<file path="config.mk">
export PLATFORM = sky130hd
export DESIGN_NAME = uart_rx_flat
export DESIGN_NICKNAME = d
export VERILOG_FILES = /design/src/rtl/uart_pkg.sv /design/src/rtl/uart_rx_if.sv /design/src/rtl/uart_rx_sync_2ff.sv /design/src/rtl/uart_rx.sv /design/src/flat_wrapper.sv
export SDC_FILE = /design/constraint.sdc
export NUM_CORES = 1
export LEC_CHECK = 0
export BUFFER_PORTS_ARGS = -buffer_cell sky130_fd_sc_hd__buf_2
export CORE_AREA = 10 10 61 63
export CTS_BUF_LIST = sky130_fd_sc_hd__clkbuf_8
export CTS_CLUSTER_DIAMETER = 60
export DETAILED_ROUTE_END_ITERATION = 16
export DIE_AREA = 0 0 71 73
export MAX_ROUTING_LAYER = met4
export PLACE_DENSITY = 0.78
export SETUP_SLACK_MARGIN = 0.02
export SYNTH_ARGS = -nofsm -noshare
export SYNTH_HDL_FRONTEND = slang
export SYNTH_SLANG_ARGS = --single-unit
</file>
<file path="constraint.sdc">
create_clock -name clk -period 2 [get_ports clk]
set_input_delay 0.3 -clock clk [delete_from_list [all_inputs] [get_ports clk]]
set_output_delay 0.3 -clock clk [all_outputs]
set_load 0.02 [all_outputs]
</file>
<file path="src/rtl/uart_pkg.sv">
// Shared UART definitions used by the receiver and the debug-unit transmitter.
//   NBITS_DEF : default data bits per frame
//   SB_TICK   : oversampling ticks per bit (fixed at 16)
//   MID_TICK  : tick index that marks the middle of the start bit
//   LAST_TICK : tick index that marks the middle of data/parity/stop bits
//   uart_state_e : frame state encodings
package uart_pkg;

  localparam int         NBITS_DEF = 8;
  localparam int         SB_TICK   = 16;
  localparam logic [3:0] MID_TICK  = 4'd7;
  localparam logic [3:0] LAST_TICK = 4'(SB_TICK - 1);

  typedef enum logic [2:0] {
    IDLE   = 3'd0,
    START  = 3'd1,
    DATA   = 3'd2,
    PARITY = 3'd3,
    STOP   = 3'd4
  } uart_state_e;

endpackage

</file>
<file path="src/rtl/uart_rx_if.sv">
// Receiver-side bus bundle.
//   i_baud_rate  : 16x oversampling tick (one clk wide)
//   i_rx         : asynchronous serial line, idle high
//   o_data       : last received byte
//   o_rx_done    : one-cycle frame-complete strobe
//   o_frame_err  : stop bit sampled low
//   o_parity_err : parity mismatch (0 unless UART_RX_PARITY_EN)
// slave  : the receiver
// master : whoever drives the line and consumes the bytes
interface uart_rx_if
  import uart_pkg::*;
#(
  parameter int NBITS = NBITS_DEF
) ();

  logic             i_baud_rate;
  logic             i_rx;
  logic [NBITS-1:0] o_data;
  logic             o_rx_done;
  logic             o_frame_err;
  logic             o_parity_err;

  modport slave (
    input  i_baud_rate, i_rx,
    output o_data, o_rx_done, o_frame_err, o_parity_err
  );

  modport master (
    output i_baud_rate, i_rx,
    input  o_data, o_rx_done, o_frame_err, o_parity_err
  );

endinterface

</file>
<file path="src/rtl/uart_rx_sync_2ff.sv">
// Single-bit two-flop synchroniser for asynchronous inputs.
//   clk   : destination clock
//   rst   : asynchronous active-high reset, loads RST_VAL into both flops
//   d_i   : asynchronous input
//   q_o   : synchronised output
module sync_2ff #(
  parameter logic RST_VAL = 1'b1
) (
  input  logic clk,
  input  logic rst,
  input  logic d_i,
  output logic q_o
);

  logic meta_q;
  logic sync_q;

  always_ff @(posedge clk or posedge rst) begin
    if (rst) begin
      meta_q <= RST_VAL;
      sync_q <= RST_VAL;
    end else begin
      meta_q <= d_i;
      sync_q <= meta_q;
    end
  end

  assign q_o = sync_q;

endmodule

</file>
<file path="src/rtl/uart_rx.sv">
// 8N1 UART receiver using a shared 16x oversampling tick.
//   clk          : system clock
//   rst          : asynchronous active-high reset
//   bus (slave)  : i_baud_rate, i_rx in; o_data, o_rx_done, o_frame_err,
//                  o_parity_err out
// Build option: define UART_RX_PARITY_EN to receive an even parity bit
// between the last data bit and the stop bit.
//
// state  | meaning
// IDLE   | line idle, waiting for rx_s low (no tick needed to leave)
// START  | counting to mid start bit, rejects glitches
// DATA   | sampling NBITS data bits LSB first at mid bit
// PARITY | sampling the parity bit (UART_RX_PARITY_EN only)
// STOP   | sampling stop bit at mid bit, publishing the byte
module uart_rx
  import uart_pkg::*;
#(
  parameter int NBITS = NBITS_DEF
) (
  input  logic      clk,
  input  logic      rst,
  uart_rx_if.slave  bus
);

  localparam int             BW       = $clog2(NBITS);
  localparam logic [BW-1:0]  LAST_BIT = BW'(NBITS - 1);

  logic rx_s;

  sync_2ff #(.RST_VAL(1'b1)) u_sync (
    .clk (clk),
    .rst (rst),
    .d_i (bus.i_rx),
    .q_o (rx_s)
  );

  uart_state_e      state_q, state_d;
  logic [3:0]       tick_q,  tick_d;
  logic [BW-1:0]    bit_q,   bit_d;
  logic [NBITS-1:0] shift_q, shift_d;
  logic [NBITS-1:0] data_q,  data_d;
  logic             done_q,  done_d;
  logic             ferr_q,  ferr_d;
`ifdef UART_RX_PARITY_EN
  logic             par_q,   par_d;
  logic             perr_q,  perr_d;
`endif

  always_ff @(posedge clk or posedge rst) begin
    if (rst) begin
      state_q <= IDLE;
      tick_q  <= '0;
      bit_q   <= '0;
      shift_q <= '0;
      data_q  <= '0;
      done_q  <= 1'b0;
      ferr_q  <= 1'b0;
`ifdef UART_RX_PARITY_EN
      par_q   <= 1'b0;
      perr_q  <= 1'b0;
`endif
    end else begin
      state_q <= state_d;
      tick_q  <= tick_d;
      bit_q   <= bit_d;
      shift_q <= shift_d;
      data_q  <= data_d;
      done_q  <= done_d;
      ferr_q  <= ferr_d;
`ifdef UART_RX_PARITY_EN
      par_q   <= par_d;
      perr_q  <= perr_d;
`endif
    end
  end

  always_comb begin
    state_d = state_q;
    tick_d  = tick_q;
    bit_d   = bit_q;
    shift_d = shift_q;
    data_d  = data_q;
    done_d  = 1'b0;
    ferr_d  = ferr_q;
`ifdef UART_RX_PARITY_EN
    par_d   = par_q;
    perr_d  = perr_q;
`endif

    unique case (state_q)
      IDLE: begin
        if (!rx_s) begin
          state_d = START;
          tick_d  = '0;
        end
      end

      START: begin
        if (bus.i_baud_rate) begin
          if (tick_q == MID_TICK) begin
            if (!rx_s) begin
              state_d = DATA;
              tick_d  = '0;
              bit_d   = '0;
            end else begin
              state_d = IDLE;
            end
          end else begin
            tick_d = tick_q + 4'd1;
          end
        end
      end

      DATA: begin
        if (bus.i_baud_rate) begin
          if (tick_q == LAST_TICK) begin
            shift_d = {rx_s, shift_q[NBITS-1:1]};
            tick_d  = '0;
            if (bit_q == LAST_BIT) begin
`ifdef UART_RX_PARITY_EN
              state_d = PARITY;
`else
              state_d = STOP;
`endif
            end else begin
              bit_d = bit_q + 1'b1;
            end
          end else begin
            tick_d = tick_q + 4'd1;
          end
        end
      end

`ifdef UART_RX_PARITY_EN
      PARITY: begin
        if (bus.i_baud_rate) begin
          if (tick_q == LAST_TICK) begin
            par_d   = rx_s;
            tick_d  = '0;
            state_d = STOP;
          end else begin
            tick_d = tick_q + 4'd1;
          end
        end
      end
`endif

      STOP: begin
        if (bus.i_baud_rate) begin
          if (tick_q == LAST_TICK) begin
            data_d  = shift_q;
            ferr_d  = ~rx_s;
            done_d  = 1'b1;
`ifdef UART_RX_PARITY_EN
            perr_d  = (^shift_q) ^ par_q;
`endif
            // Leaving at mid stop bit gives half a bit of margin to catch
            // a back-to-back start edge.
            tick_d  = '0;
            state_d = IDLE;
          end else begin
            tick_d = tick_q + 4'd1;
          end
        end
      end

      default: state_d = IDLE;
    endcase
  end

  assign bus.o_data      = data_q;
  assign bus.o_rx_done   = done_q;
  assign bus.o_frame_err = ferr_q;
`ifdef UART_RX_PARITY_EN
  assign bus.o_parity_err = perr_q;
`else
  assign bus.o_parity_err = 1'b0;
`endif

endmodule
</file>
<file path="src/flat_wrapper.sv">
// flat-port wrapper written by rule: the top's interface ports become plain ports
module uart_rx_flat import uart_pkg::*;
#(
  parameter int NBITS = NBITS_DEF
)
  (clk, rst, bus_i_baud_rate, bus_i_rx, bus_o_data, bus_o_rx_done, bus_o_frame_err, bus_o_parity_err);
  uart_rx_if #(.NBITS(NBITS)) bus_i ();
  input  logic clk;
  input  logic rst;
  input wire logic [$bits(bus_i.i_baud_rate)-1:0] bus_i_baud_rate;
  input wire logic [$bits(bus_i.i_rx)-1:0] bus_i_rx;
  output wire logic [$bits(bus_i.o_data)-1:0] bus_o_data;
  output wire logic [$bits(bus_i.o_rx_done)-1:0] bus_o_rx_done;
  output wire logic [$bits(bus_i.o_frame_err)-1:0] bus_o_frame_err;
  output wire logic [$bits(bus_i.o_parity_err)-1:0] bus_o_parity_err;
  assign bus_i.i_baud_rate = bus_i_baud_rate;
  assign bus_i.i_rx = bus_i_rx;
  assign bus_o_data = bus_i.o_data;
  assign bus_o_rx_done = bus_i.o_rx_done;
  assign bus_o_frame_err = bus_i.o_frame_err;
  assign bus_o_parity_err = bus_i.o_parity_err;
  uart_rx #(.NBITS(NBITS)) u_core (.clk(clk), .rst(rst), .bus(bus_i));
endmodule
</file>
==> results.md <==
* Antenna Nets Post-Route at 0
* Grt ovf at 0
* Clock buffer depth at 2
* PortBufs at 13
* CTS tree: built
* Startpoint types: register
* Num CTS Buffers at 5
* Most common cell after layout, fill and taps aside: dfrtp_1
* Commonest non-fill, non-tap cells in the layout: 28 x dfrtp_1, 13 x buf_2, 11 x mux2_2, 10 x inv_1, 8 x o21ai_0
* Avg Cell Area, Syn at about 12 sq um
* Critical path's slowest cell: dfrtp_1
* Main synth FF type: dfrtp_1
* Syn nets at 129
* GRT Util Overall at 0.115
* Core Util, Final at 0.656
* Final Max Slew Viols at 0
* CP max FO at 3
* N_diodes at 0
* Clock Sinks at 30
* PwrDens at 1260 nW/um^2
* Hold Vio Cnt, Final at 0
* H-tree Lvls at 2
* Maximum operating frequency at approximately 530 MHz
* Syn-to-layout area delta at 16.8%
* Cells after synthesis at ~120
* CTS clk-pin slew, worst paths at 0.07 ns
* Nets@finish at around 150
* CP Cell Sequence: ha_1 > ha_1 > nor4b_2 > a21oi_1 > a211oi_2 > mux2_1
* Row cnt at 19
* Worst skew pair latency at 0.28 ns
* Largest stage delay, worst path at around 0.39 ns
* Initial Util at 0.562
* Fraction of layout instances using a drive strength above 1 at 0.364
* Worst VDD drop at 910 uV
* Vias at just over 900
* CP Class: register to register
* # DRC at 0
* Vias in the first global route at roughly 960
* Drt pass-1 iters at 4
* Number of enable flip-flop cells after synthesis at 0
* First-pass GRT wire length at 4.68 mm
* Critical Path End Type: register
* Pin count of the biggest net entering global routing at 31
* Setup TNS at 0 ns
* P_leak at 0.876 nW
* Hold Crit Class: primary input to async pin
* Die height at 73 um
* Post-detail-place hpwl at 1.89 mm
* Vias per inst at roughly 5.4
* # Post-CTS Setup Buffers at 0
* Post-synthesis async set-or-reset flop share at 1.00
* RSZ-0062 raised after global routing: false
* Core Region at 2620 sq um
* Fin crit share at 0.948
* Initial drt markers at 50
* Worst Path Buf+Inv at 0
* CP delay by family, top: adder cells
* Clock root cell: clkbuf_8
* Yosys cell types at 38
* Worst Path Required at 2.16 ns
* Final setup vio count at 0
* CTS Hold Bufs at 0
* # IOs at 15
* Post-Syn Area at 1470 sq um
* DRT Wirelength at 2.70 mm
* Min Tclk post-route at 1.90 ns
* Area of the multi-input gates at 656 sq um
* Placer Congestion at a little over 0.8
* Cell mode on critical path: ha_1
* Post-synthesis sequential area ratio at 0.513
* Register Area at 753 sq um
* CP arrival at 2.06 ns
* Register bit total from synthesis at 30
* Filler instances at 195
* WL/cell at 15.8 um
* Initial antenna violation count at 0
* YS warnings at 0
* MaxCap Viol Count at 0
* Result of the run: finished clean
* Die Span X at 71 um
* Die area at 5180 sq um
* Clock skew at between 0.005 and 0.006 ns
[cell usage after synthesis, drive strengths merged, types with 3 or more instances]
library cell / number / area, sq um
o21ai: 8 / 40.0
inv: 10 / 37.5
o22ai: 3 / 18.8
nand2b: 4 / 25.0
dfrtp: 28 / 701
nand2: 5 / 18.8
ha: 3 / 37.5
mux2i: 3 / 30.0
buf: 5 / 36.3
mux2: 19 / 240
nor2: 6 / 25.0
[layer usage]
metal | up-vias | track usage | share of wire
li1 | 461 | - | -
met1 | 448 | 0.134 | 0.43
met2 | 18 | 0.171 | 0.51
met3 | 4 | 0.0408 | 0.050
met4 | 0 | 0.0559 | 0.014
met5 | - | - | 0
[where the power goes]
group	internal, mW	leakage [nW]	switching [mW]
clock network	0.531	0.0714	0.225
registers	0.696	0.402	0.115
logic	0.267	0.402	0.321
total	1.49	0.876	0.661
[sequential cells by signal (all words and copies together) (netlist names)]
signal and count:
u_core.u_sync.q_o 1, u_core.shift_q 8, u_core.bus.o_frame_err 1, u_core.bit_q 3
u_core.u_sync.meta_q 1, u_core.state_q 3, u_core.bus.o_rx_done 1, u_core.bus.o_data 8
u_core.tick_q 4
[cell type report]
class                   instances  area share
multi-input cells              76       0.382
repair buffers                 16      0.0511
inverters                      10      0.0219
clock buffers                   6      0.0481
flip-flops and latches         30       0.439
well taps                      31      0.0226
clock inverters                 2      0.0350
[final timing paths]
check	slack (ns)	to	depth (start not counted)	from
max	0.10	u_core.bit_q[0]	6	u_core.bit_q[0]
min	0.08	u_core.bus.o_data[7]	3	rst
max reg2reg	0.10	u_core.bit_q[0]	6	u_core.bit_q[0]
min reg2reg	0.36	u_core.u_sync.q_o	0	u_core.u_sync.meta_q
max in group asynchronous	1.60	u_core.u_sync.meta_q	3	rst
min in group clk	0.11	u_core.u_sync.meta_q	1	bus_i_rx
[kinds of logic (layout without fill, tap and decap cells)]
| group | Yosys count | count (layout) | synth area share |
|---|---|---|---|
| compound gates | 22 | 22 | 0.0997 |
| xor+xnor | 2 | 2 | 0.0119 |
| fa+ha+maj | 3 | 3 | 0.0256 |
| buf+inv | 16 | 34 | 0.0528 |
| flops | 30 | 30 | 0.513 |
| mux | 22 | 22 | 0.184 |
| other cells | 1 | 1 | 0.00255 |
| simple gates | 26 | 26 | 0.111 |
[metrics by stage]
stage	total power [mW]	cells	instance area (sq um)	hold WS [ns]	worst slack [ns]
after detailed placement	1.39	163	1560	0.347	0.0158
after CTS	2.16	171	1700	0.0799	0.0580
after global routing	2.29	171	1720	0.0979	0.0217
final	2.16	171	1720	0.0803	0.104
after global placement	1.35	163	1560	0.346	0.184
after floorplan	1.26	122	1470	0.304	0.183
[worst reg2reg max path: stages, from the launching register on]
cell	delay, ns
dfrtp_1	0.39
ha_1	0.20
ha_1	0.22
nor4b_2	0.23
a21oi_1	0.09
a211oi_2	0.29
mux2_1	0.35
[what timing repair did]
item	CTS	global route
endpoints found under the setup margin	1	7
pin swaps	0	0
gates resized for setup	1	3
Power figures use the tool's default switching activity.
